### config.mk
export PLATFORM = sky130hd
export DESIGN_NAME = controller_sequencer_flat
export DESIGN_NICKNAME = d
export VERILOG_FILES = /design/src/rtl/controller_sequencer_if.sv /design/src/rtl/controller_sequencer.sv /design/src/flat_wrapper.sv
export SDC_FILE = /design/constraint.sdc
export NUM_CORES = 1
export LEC_CHECK = 0
export ABC_AREA = 1
export CORE_AREA = 3 3 40 42
export CTS_CLUSTER_DIAMETER = 40
export DETAILED_ROUTE_END_ITERATION = 12
export DIE_AREA = 0 0 43 45
export GPL_TIMING_DRIVEN = 0
export PLACE_DENSITY_LB_ADDON = 0.12
export SYNTH_ARGS = -nofsm -noshare
export SYNTH_HDL_FRONTEND = slang
export SYNTH_SLANG_ARGS = --single-unit
### constraint.sdc
create_clock -name clk -period 2.2 [get_ports clk]
set_clock_uncertainty 0.15 [all_clocks]
set_input_delay 0.22 -clock clk [delete_from_list [all_inputs] [get_ports clk]]
set_output_delay 0.22 -clock clk [all_outputs]
set_load 0.02 [all_outputs]
### src/rtl/controller_sequencer_if.sv
// Bundle between the controller-sequencer and the bus-attached datapath stages:
// the decoded IR opcode in, the control word, ring state and halt flag out.
interface controller_sequencer_if;
    logic [3:0] opcode;
    logic       cp;
    logic       ep;
    logic       lm;
    logic       ce;
    logic       li;
    logic       ei;
    logic       la;
    logic       ea;
    logic       su;
    logic       eu;
    logic       lb;
    logic       lo;
    logic [5:0] t_state;
    logic       halt;

    modport master (
        input  opcode,
        output cp, ep, lm, ce, li, ei, la, ea, su, eu, lb, lo,
        output t_state, halt
    );

    modport slave (
        output opcode,
        input  cp, ep, lm, ce, li, ei, la, ea, su, eu, lb, lo,
        input  t_state, halt
    );
endinterface

### src/rtl/controller_sequencer.sv
// SAP-1 controller-sequencer: six-state one-hot ring (fetch T1-T3, execute T4-T6)
// decoding the IR opcode into the datapath control word, with a sticky HLT state.
//
// state  | meaning
// T1     | PC onto bus, load MAR
// T2     | increment PC
// T3     | RAM onto bus, load IR
// T4     | execute step 1 (operand address / output); HLT exits to HALTED
// T5     | execute step 2 (memory operand fetch)
// T6     | execute step 3 (ALU result to accumulator)
// HALTED | all controls low, halt high; left only by clear
module controller_sequencer (
    input  logic clk,
    input  logic clear,
    controller_sequencer_if.master bus
);
    localparam logic [3:0] LDA_OP = 4'h0;
    localparam logic [3:0] ADD_OP = 4'h1;
    localparam logic [3:0] SUB_OP = 4'h2;
    localparam logic [3:0] OUT_OP = 4'hE;
    localparam logic [3:0] HLT_OP = 4'hF;

    // Low six bits are the ring itself, so t_state is a direct slice.
    typedef enum logic [6:0] {
        T1     = 7'b000_0001,
        T2     = 7'b000_0010,
        T3     = 7'b000_0100,
        T4     = 7'b000_1000,
        T5     = 7'b001_0000,
        T6     = 7'b010_0000,
        HALTED = 7'b100_0000
    } state_t;

    state_t state;
    state_t next_state;

    logic cp;
    logic ep;
    logic lm;
    logic ce;
    logic li;
    logic ei;
    logic la;
    logic ea;
    logic su;
    logic eu;
    logic lb;
    logic lo;

    always_ff @(posedge clk) begin
        if (clear) begin
            state <= T1;
        end else begin
            state <= next_state;
        end
    end

    always_comb begin
        next_state = state;
        cp = 1'b0;
        ep = 1'b0;
        lm = 1'b0;
        ce = 1'b0;
        li = 1'b0;
        ei = 1'b0;
        la = 1'b0;
        ea = 1'b0;
        su = 1'b0;
        eu = 1'b0;
        lb = 1'b0;
        lo = 1'b0;

        unique case (state)
            T1: begin
                ep = 1'b1;
                lm = 1'b1;
                next_state = T2;
            end
            T2: begin
                cp = 1'b1;
                next_state = T3;
            end
            T3: begin
                ce = 1'b1;
                li = 1'b1;
                next_state = T4;
            end
            T4: begin
                case (bus.opcode)
                    LDA_OP, ADD_OP, SUB_OP: begin
                        ei = 1'b1;
                        lm = 1'b1;
                    end
                    OUT_OP: begin
                        ea = 1'b1;
                        lo = 1'b1;
                    end
                    default: ;
                endcase
                next_state = (bus.opcode == HLT_OP) ? HALTED : T5;
            end
            T5: begin
                case (bus.opcode)
                    LDA_OP: begin
                        ce = 1'b1;
                        la = 1'b1;
                    end
                    ADD_OP, SUB_OP: begin
                        ce = 1'b1;
                        lb = 1'b1;
                    end
                    default: ;
                endcase
                next_state = T6;
            end
            T6: begin
                if (bus.opcode == ADD_OP || bus.opcode == SUB_OP) begin
                    eu = 1'b1;
                    la = 1'b1;
                    su = (bus.opcode == SUB_OP);
                end
                next_state = T1;
            end
            HALTED: begin
                next_state = HALTED;
            end
            // Corrupted one-hot encodings fall back into the fetch ring.
            default: begin
                next_state = T1;
            end
        endcase
    end

    assign bus.cp      = cp;
    assign bus.ep      = ep;
    assign bus.lm      = lm;
    assign bus.ce      = ce;
    assign bus.li      = li;
    assign bus.ei      = ei;
    assign bus.la      = la;
    assign bus.ea      = ea;
    assign bus.su      = su;
    assign bus.eu      = eu;
    assign bus.lb      = lb;
    assign bus.lo      = lo;
    assign bus.t_state = state[5:0];
    assign bus.halt    = (state == HALTED);
endmodule
### src/flat_wrapper.sv
// flat-port wrapper written by rule: the top's interface ports become plain ports
module controller_sequencer_flat 
  (clk, clear, bus_opcode, bus_cp, bus_ep, bus_lm, bus_ce, bus_li, bus_ei, bus_la, bus_ea, bus_su, bus_eu, bus_lb, bus_lo, bus_t_state, bus_halt);
  controller_sequencer_if bus_i ();
  input  logic clk;
  input  logic clear;
  input wire logic [$bits(bus_i.opcode)-1:0] bus_opcode;
  output wire logic [$bits(bus_i.cp)-1:0] bus_cp;
  output wire logic [$bits(bus_i.ep)-1:0] bus_ep;
  output wire logic [$bits(bus_i.lm)-1:0] bus_lm;
  output wire logic [$bits(bus_i.ce)-1:0] bus_ce;
  output wire logic [$bits(bus_i.li)-1:0] bus_li;
  output wire logic [$bits(bus_i.ei)-1:0] bus_ei;
  output wire logic [$bits(bus_i.la)-1:0] bus_la;
  output wire logic [$bits(bus_i.ea)-1:0] bus_ea;
  output wire logic [$bits(bus_i.su)-1:0] bus_su;
  output wire logic [$bits(bus_i.eu)-1:0] bus_eu;
  output wire logic [$bits(bus_i.lb)-1:0] bus_lb;
  output wire logic [$bits(bus_i.lo)-1:0] bus_lo;
  output wire logic [$bits(bus_i.t_state)-1:0] bus_t_state;
  output wire logic [$bits(bus_i.halt)-1:0] bus_halt;
  assign bus_i.opcode = bus_opcode;
  assign bus_cp = bus_i.cp;
  assign bus_ep = bus_i.ep;
  assign bus_lm = bus_i.lm;
  assign bus_ce = bus_i.ce;
  assign bus_li = bus_i.li;
  assign bus_ei = bus_i.ei;
  assign bus_la = bus_i.la;
  assign bus_ea = bus_i.ea;
  assign bus_su = bus_i.su;
  assign bus_eu = bus_i.eu;
  assign bus_lb = bus_i.lb;
  assign bus_lo = bus_i.lo;
  assign bus_t_state = bus_i.t_state;
  assign bus_halt = bus_i.halt;
  controller_sequencer u_core (.clk(clk), .clear(clear), .bus(bus_i));
endmodule
==> results.md <==
* Vias per cell at 4.48
* Worst-Margin Slew at 0.284 ns
* Status: complete, no violations
* Clock Power Share at 29.5%
* PortBufs at 24
* Crit-path cells: nor2_4 > nand2_4 > nor2_2 > clkdlybuf4s50_1
* Post-Layout Cell Count at 121
* Critical Path End: bus_li
* Crit Path Max Fanout at 5
* Post-place setup slack at -0.0498 ns
* Fin util at 62.3%
* Core footprint at 0.00128 mm2
* Number of global-route vias before repair at 511
* Commonest non-fill, non-tap cells in the layout: nor2_1, clkdlybuf4s50_1, nand2_1
* RR Endpoint: u_core.state[0]
* Crit. Startpoint: u_core.state[5]
* Final hold slack at 0.450 ns
* Relative slew slack at 81.0%
* MaxCap Viol Count at 0
* Unrepaired setup endpoints after global routing: no
* Placed cells at 117
* Initial core utilization at 39.8%
* R2R Path Start: u_core.state[5]
* Pleak at 0.412 nW
* Horiz. Die Dim at 43 um
* Initial antenna violation count at 0
* Hold WC Path Type: reg2reg
* CTS Hold Bufs at 0
* Design area at 801 um2
* Tmin final at 2.02 ns
* Sw Pwr at 0.129 mW
* Seq pwr share at 35.8%
* Internal power at 0.269 mW
* Regs by FF count: u_core.state x7
* Max frequency at 495 MHz
* Final WL at 1100 um
* Slowest Stage Delay on Critical Path at 0.63 ns
* Power per cell area at 498 mW/mm2
* Commonest non-fill, non-tap cell in the layout: nor2_1
* Max-slew violation count at 0
* Top reg by flops: u_core.state
* Mapped cell area at 512 um2
* Number of buffers created by CTS at 3
* Reg2Reg Depth at 6
* Final #Nets at 113
* Placer Congestion at 0.692
* Drt initial violations at 8
* CTS tree: done
* H-tree Lvls at 1
* Fin. Hold Viols at 0
* GRT overflow at 0
* Setup crit start kind: flop
* Crit path required time at 1.83 ns
* Max FFs per register at 7
* Wire length per cell at 9.07 um
* Die area at 0.00194 mm2
* Row count at 13
* R2r setup slk at 1.00 ns
* First-pass GRT wire length at 1930 um
* # IOs at 25
* GRT Util Overall at 13.2%
* Avg Cell Area, Syn at 6.56 um2
* Crit-path leading delay family: buffers and inverters
* Share of layout cells above drive strength 1 at 28.3%
* Sequential share of the synthesized area at 27.4%
* Final WS setup at 0.181 ns
* Synth unique cells at 16
* # setup viols final at 0
* Clock latency on the worst-skew pair at 0.25 ns
* Critical Path Sink Type: output pin
* Synth-to-Final Area Change at 56.5%
* Syn Inst Count at 78
* # fillers at 130
* Critical Path AT at 1.65 ns
* Mapped Nets at 84
* CP max stage cell: clkdlybuf4s50_1
* Clk buf depth at 2
* Buf+Inv Stages, Crit Path at 1
* Synth warnings at 0
* Final Cycle Share at 91.8%
* Largest net degree at the start of global routing at 8
* Diode count at 0
* Via Count at 542
* Sw Share at 32.4%
* Critical path class: reg2out
* Clock sink count at 7
* Power share of the combinational group at 34.8%
* Number of synthesized register bits at 7
* DRT Pass-1 Iters at 3
* Routed Antenna Nets at 0
* Clock transition at path regs at 0.06 ns
* Critical path depth at 4
* Dpl hpwl at 912 um
* Root Buffer Master: clkbuf_4
* Area post-placement at 771 um2
* Die Y at 45 um
* Drt drc at 0
* VDD IR-drop max at 0.000258 V
[what timing repair did]
item	CTS	global route
setup endpoints to repair	5	4
gates resized for setup	5	4
setup buffers	0	0
[Yosys cell counts]
cell / instances / area (um2)
buf_4: 7 / 52.6
a21oi_1: 1 / 5.00
nor3_2: 2 / 20.0
o21bai_1: 1 / 7.51
nor2_1: 17 / 63.8
nand3_1: 5 / 25.0
o21ai_1: 3 / 15.0
inv_1: 5 / 18.8
nand2_1: 11 / 41.3
dfxtp_1: 7 / 140
nor3_1: 1 / 5.00
nor2_2: 7 / 43.8
inv_2: 6 / 22.5
nor2_4: 3 / 33.8
nand2_2: 1 / 6.26
nand2_4: 1 / 11.3
[cell families (layout without fill, tap and decap cells)]
logic type / Yosys count / count (layout) / share of synthesized area [%]
simple gates: 48 / 48 / 48.9
compound gates: 5 / 5 / 5.38
flops: 7 / 7 / 27.4
buf+inv: 18 / 46 / 18.3
[power groups by stage]
| stage | sequential [mW] | clock [mW] | combinational (mW) |
|---|---|---|---|
| 2_1_floorplan | 0.144 | 0 | 0.0839 |
| 3_3_place_gp | 0.145 | 0 | 0.138 |
| 3_5_place_dp | 0.145 | 0 | 0.141 |
| 4_1_cts | 0.142 | 0.123 | 0.141 |
| 5_1_grt | 0.144 | 0.130 | 0.151 |
| 6_report | 0.142 | 0.117 | 0.138 |
[worst min-delay path by stage]
stage                         start               to  slack [ns]  depth (start not counted)
floorplan                     clear  u_core.state[6]        0.14                          1
global placement    u_core.state[6]  u_core.state[6]        0.43                          4
detailed placement  u_core.state[6]  u_core.state[6]        0.44                          4
CTS                 u_core.state[6]  u_core.state[6]        0.45                          4
global route        u_core.state[6]  u_core.state[6]        0.51                          4
finish              u_core.state[6]  u_core.state[6]        0.45                          4
[metal layers]
layer	routed length, um	share of wire, %	GRT usage (%)
met5	0	0	0
met3	83	7.6	3.19
met2	562	51	22.8
met4	16	1.5	9.04
met1	435	40	14.3
[tightest hold or removal path: stages (launching register included)]
cell and delay [ns]:
dfxtp_1 0.32, nand2_1 0.08, nor2_2 0.05, inv_1 0.05, a21oi_1 0.05
[metrics by stage]
stage / total power [mW] / setup TNS [ns]
5_1_grt: 0.425 / 0
6_report: 0.398 / 0
4_1_cts: 0.406 / 0
3_5_place_dp: 0.287 / -0.0750
2_1_floorplan: 0.228 / 0
3_3_place_gp: 0.284 / -0.114
[cell type report]
cell class	count	area, um2	share of cell area, %
buffer	7	52.6	6.56
multi-input combinational	53	278	34.7
inverter	11	41.3	5.16
timing repair buffer	24	244	30.5
tap	15	18.8	2.34
clock buffer	4	26.3	3.28
sequential	7	140	17.5
(Power assumes the default switching activity.)
